File: src/rtl/comparator_bist_pkg.sv
// Shared types and default parameters for the equality-comparator BIST engine.
package comparator_bist_pkg;

  typedef enum logic [1:0] {
    ST_IDLE,
    ST_SETTLE,
    ST_CHECK,
    ST_DONE
  } state_t;

  localparam int DEF_WIDTH  = 2;
  localparam int DEF_SETTLE = 1;

endpackage

File: src/rtl/bist_vec_counter.sv
// Vector index counter for the BIST engine: synchronous clear, increment, terminal-count flag.
module bist_vec_counter #(
  parameter int W = 4
) (
  input  logic         clk,
  input  logic         rst,
  input  logic         clr,
  input  logic         inc,
  output logic [W-1:0] idx,
  output logic         last
);

  always_ff @(posedge clk or posedge rst) begin
    if (rst) begin
      idx <= '0;
    end else if (clr) begin
      idx <= '0;
    end else if (inc) begin
      idx <= idx + W'(1);
    end
  end

  assign last = &idx;

endmodule

File: src/rtl/comparator_bist.sv
// Stimulus/response engine that sweeps every operand pair through an equality comparator
// and records the mismatch count and the first failing pair.
module comparator_bist
  import comparator_bist_pkg::*;
#(
  parameter int WIDTH  = DEF_WIDTH,
  parameter int SETTLE = DEF_SETTLE
) (
  input  logic               clk,
  input  logic               rst,
  input  logic               start,
  output logic [WIDTH-1:0]   a_out,
  output logic [WIDTH-1:0]   b_out,
  input  logic               eq_in,
  output logic               busy,
  output logic               done,
  output logic               pass,
  output logic [2*WIDTH:0]   err_count,
  output logic               fail_valid,
  output logic [WIDTH-1:0]   fail_a,
  output logic [WIDTH-1:0]   fail_b
);

  localparam int IDX_W = 2 * WIDTH;
  localparam int ERR_W = 2 * WIDTH + 1;
  localparam int CNT_W = (SETTLE > 1) ? $clog2(SETTLE) : 1;
  localparam logic [CNT_W-1:0] SETTLE_LAST = CNT_W'(SETTLE - 1);

  state_t             state, state_nxt;
  logic               run_start;
  logic               check_now;
  logic               last;
  logic               mismatch;
  logic [IDX_W-1:0]   idx;
  logic [CNT_W-1:0]   cnt;

  bist_vec_counter #(
    .W(IDX_W)
  ) u_idx (
    .clk  (clk),
    .rst  (rst),
    .clr  (run_start),
    .inc  (check_now & ~last),
    .idx  (idx),
    .last (last)
  );

  // Operands come straight from the index register so the comparator sees glitch-free inputs.
  assign a_out = idx[IDX_W-1:WIDTH];
  assign b_out = idx[WIDTH-1:0];

  always_ff @(posedge clk or posedge rst) begin
    if (rst) begin
      state <= ST_IDLE;
    end else begin
      state <= state_nxt;
    end
  end

  always_comb begin
    state_nxt = state;
    run_start = 1'b0;
    check_now = 1'b0;
    case (state)
      ST_IDLE, ST_DONE: begin
        if (start) begin
          state_nxt = ST_SETTLE;
          run_start = 1'b1;
        end
      end
      ST_SETTLE: begin
        if (cnt == SETTLE_LAST) begin
          state_nxt = ST_CHECK;
        end
      end
      ST_CHECK: begin
        check_now = 1'b1;
        state_nxt = last ? ST_DONE : ST_SETTLE;
      end
      default: state_nxt = ST_IDLE;
    endcase
  end

  assign mismatch = check_now & (eq_in != (a_out == b_out));

  // Settle counter and result registers
  always_ff @(posedge clk or posedge rst) begin
    if (rst) begin
      cnt        <= '0;
      busy       <= 1'b0;
      done       <= 1'b0;
      err_count  <= '0;
      fail_valid <= 1'b0;
      fail_a     <= '0;
      fail_b     <= '0;
    end else if (run_start) begin
      cnt        <= '0;
      busy       <= 1'b1;
      done       <= 1'b0;
      err_count  <= '0;
      fail_valid <= 1'b0;
      fail_a     <= '0;
      fail_b     <= '0;
    end else begin
      if (check_now) begin
        cnt <= '0;
      end else if (state == ST_SETTLE) begin
        cnt <= cnt + CNT_W'(1);
      end
      if (check_now && last) begin
        busy <= 1'b0;
        done <= 1'b1;
      end
      if (mismatch) begin
        err_count <= err_count + ERR_W'(1);
        if (!fail_valid) begin
          fail_valid <= 1'b1;
          fail_a     <= a_out;
          fail_b     <= b_out;
        end
      end
    end
  end

  assign pass = done & (err_count == '0);

endmodule
File: config.mk
export PLATFORM = sky130hd
export DESIGN_NAME = comparator_bist
export DESIGN_NICKNAME = d
export VERILOG_FILES = /design/src/rtl/comparator_bist_pkg.sv /design/src/rtl/bist_vec_counter.sv /design/src/rtl/comparator_bist.sv
export SDC_FILE = /design/constraint.sdc
export NUM_CORES = 1
export LEC_CHECK = 0
export ABC_AREA = 1
export CELL_PAD_IN_SITES_DETAIL_PLACEMENT = 0
export CELL_PAD_IN_SITES_GLOBAL_PLACEMENT = 1
export CORE_MARGIN = 2
export CORE_UTILIZATION = 36
export DETAILED_ROUTE_END_ITERATION = 16
export GPL_ROUTABILITY_DRIVEN = 0
export HOLD_SLACK_MARGIN = 0.12
export PLACE_DENSITY_LB_ADDON = 0.1
export SLEW_MARGIN = 20
export SYNTH_ARGS = -nofsm -noshare
export SYNTH_HDL_FRONTEND = slang
export SYNTH_SLANG_ARGS = --single-unit
File: constraint.sdc
create_clock -name clk -period 1.9 [get_ports clk]
set_input_delay 0.19 -clock clk [delete_from_list [all_inputs] [get_ports clk]]
set_output_delay 0.19 -clock clk [all_outputs]
set_load 0.1 [all_outputs]
==> summary.md, run 1 <==
| Metric | Value |
|---|---|
| Commonest non-fill, non-tap cell in the layout | `nand2_1` |
| First-pass GRT wire length | `3870 um` |
| DRT Pass-1 Iters | `4` |
| # nets final | `165` |
| Worst Tran Pin Value | `349.2 ps` |
| Synth warn | `0` |
| Max VDD drop | `0.001322 V` |
| Die Wd | `between 50 and 60 um` |
| Die H | `57.61 um` |
| Hold Vio Cnt, Final | `0` |
| Worst hold slack | `approximately 200 ps` |
| Crit path max-delay family | `flip-flops` |
| Req. time, crit path | `between 1500 and 2000 ps` |
| Seq/Total Area, Yosys | `approximately 46%` |
| Most frequent cells in the layout | `nand2_1, buf_4, nand3_1` |
| PostCTS Resize Cnt | `0` |
| Buffer levels on the longest clock path | `2` |
| Core area | `approximately 2700 um^2` |
| Iteration-0 DRC Markers | `30` |
| Syn nets | `140` |
| Gate count of the mapped netlist | `130` |
| Post-CTS Setup Inserts | `0` |
| Slowest library cell on the worst path | `dfrtp_4` |
| CP bufs+invs | `2` |
| Clk sink count | `19` |
| FF-to-FF Start | `state[0]$_DFFE_PP0P_` |
| Place WS | `356.9 ps` |
| Fin util | `between 40 and 50%` |
| Reg2Reg Depth | `8` |
| Largest net degree at the start of global routing | `20` |
| Status | `finished, final reports clean` |
| Finished Cell Area | `1306 um^2` |
| Row count | `19` |
| DR vias | `roughly 890` |
| Distinct cells, synth | `18` |
| Global route overflow | `0` |
| Setup ws final | `181.8 ps` |
| Worst skew pair latency | `roughly 300 ps` |
| Reg2reg setup slack | `roughly 340 ps` |
| ANT cells | `0` |
| Initial Util | `37.85%` |
| Leakage | `0.6640 nW` |
| Final Skew | `1.284 ps` |
| Max-slew violations | `0` |
| Setup violators final | `0` |
| TritonCTS clock tree | `yes` |
| Cts hold-fix bufs | `0` |
| Final TNS setup | `0 ps` |
| H-tree depth | `1` |
| Die Area | `3319 um^2` |
| Post-synthesis cell area | `1035 um^2` |
| Non-Filler Instances | `185` |
| Fmax | `~580 MHz` |
| Post-Syn Area per Cell | `7.960 um^2` |
| Min-Delay Path Class | `in2async` |
| GRT met3 Usage | `2.009%` |
| Routed vias/inst | `4.784` |
| RSZ-0062 raised after global routing | `no` |
| Critical Path Fanout Max | `5` |
| Vias in the first global route | `between 800 and 900` |
| Power Density | `1664 nW/um^2` |
| Post-Place Cells | `181` |
| Post-DP Area | `roughly 1300 um^2` |
| I/O pin cnt | `21` |
| CP max stage delay | `530 ps` |
| Global Route Usage Sum | `15.03%` |
| ANT nets after route | `0` |
| Crit Path Class | `reg2out` |
| Layout cells sized above 1 | `roughly a quarter` |
| Fin crit period | `1718 ps` |
| Clock buffer count from CTS | `3` |
| M2 GR Usage | `a little under a quarter` |
| Critical-path cell list | `inv_4 > ha_4 > nand3_2 > nor3_4 > buf_12` |
| Clk root buf | `clkbuf_4` |
| Met1 GRT Util | `around 21%` |
| Total Power | `2.174 mW` |
| Crit start category | `flip-flop` |
| Remaining DRCs | `0` |
| Clock Pin Slew Worst Setup and Hold Paths | `~110 ps` |
| Final wirelength | `roughly 2200 um` |
| Arrival time worst endpoint | `1530 ps` |
| Rel. slew slack | `about 76%` |
| Gr busiest metal | `met2` |
| WL per Instance | `11.92 um` |
| Initial antenna violation count | `0` |
| Max-Cap Viols | `0` |
| #FFs+latches synth | `19` |
| I/O Buffers | `20` |
| Final worst path period share | `around 90%` |
| Synth-to-layout area growth | `26.24%` |
| Hpwl dp | `1685 um` |
| CP endpoint kind | `output port` |
| Filler Cells Inserted | `290` |
| R2R Path End | `err_count[0]$_DFFE_PP0P_` |
## logic make-up after synthesis
kind of cell | synth area share [%]
AND/OR/NAND/NOR | 27.69
buffers and inverters | 9.430
flip-flops | 45.95
AO/OA/AOI/OAI | 7.981
adder cells (fa/ha/maj) | 7.255
XOR/XNOR | 1.693
## cell type report
class / instances / area, um^2 / area share (%)
timing repair buffer: 22 / 185.2 / 14.18
sequential: 19 / 488.0 / 37.36
clock buffer: 4 / 26.28 / 2.011
inverter: 20 / 77.57 / 5.939
multi-input combinational: 89 / 490.5 / 37.55
tap: 31 / 38.79 / 2.969
## where the power goes
part	internal, mW	leakage (nW)	total [mW]	switching, mW
Sequential	0.529	0.241	0.641	0.112
Clock	0.0817	0.0150	0.214	0.132
Combinational	0.319	0.408	1.32	0.999
Total	0.930	0.664	2.17	1.24
## Yosys cell counts
master / count / share of area (%)
nand2_1: 33 / 12
dfrtp_1: 19 / 46
inv_1: 18 / 6.5
nand3_1: 18 / 8.7
nor2_1: 9 / 3.3
o21ai_0: 8 / 3.9
ha_1: 6 / 7.3
a21oi_1: 5 / 2.4
buf_6: 2 / 2.2
nor3_1: 2 / 0.97
o21ai_2: 2 / 1.7
xor2_1: 2 / 1.7
clkinv_1: 1 / 0.36
inv_2: 1 / 0.36
nand2_2: 1 / 0.60
nand3_2: 1 / 0.97
nand4_1: 1 / 0.60
or2_2: 1 / 0.60
## worst register-to-register path, cell delays in order (launching register included)
cell     delay [ps]
dfrtp_1         420
inv_1            60
ha_1            300
nand2_1          90
buf_4           210
nand2_2         180
inv_1           130
nand2_1          60
nand2_1          60
## how the worst max path moves through the flow
stage                          endpoint                      from  cells past startpoint  slack, ps
2_1_floorplan                      pass  err_count[0]$_DFFE_PP0P_                      4        -20
3_3_place_gp   err_count[2]$_DFFE_PP0P_      state[0]$_DFFE_PP0P_                      7        400
3_5_place_dp   err_count[0]$_DFFE_PP0P_      state[0]$_DFFE_PP0P_                      8        360
4_1_cts                            pass  err_count[0]$_DFFE_PP0P_                      5        160
5_1_grt                            pass  err_count[0]$_DFFE_PP0P_                      5        100
6_report                           pass  err_count[0]$_DFFE_PP0P_                      5        180
## per-layer routing
layer,part of all wire (%),routed length [um]
met3,3.8,83
met1,49,1072
met4,0.77,17
met2,47,1032
met5,0,0
## flip-flops by register name, summed over array words and instances, names as in the netlist
signal	count
err_count	5
fail_b	2
busy	1
done	1
fail_a	2
u_idx.idx	4
state	2
fail_valid	1
cnt	1
No activity file was read; power rests on OpenSTA's default activity.
==> inputs of run 2 (changes only) <==
GPL_TIMING_DRIVEN = 1   (was default)
==> results of run 2 <==
Same layout as run 1: the final DEF is identical, and so are final timing and power.
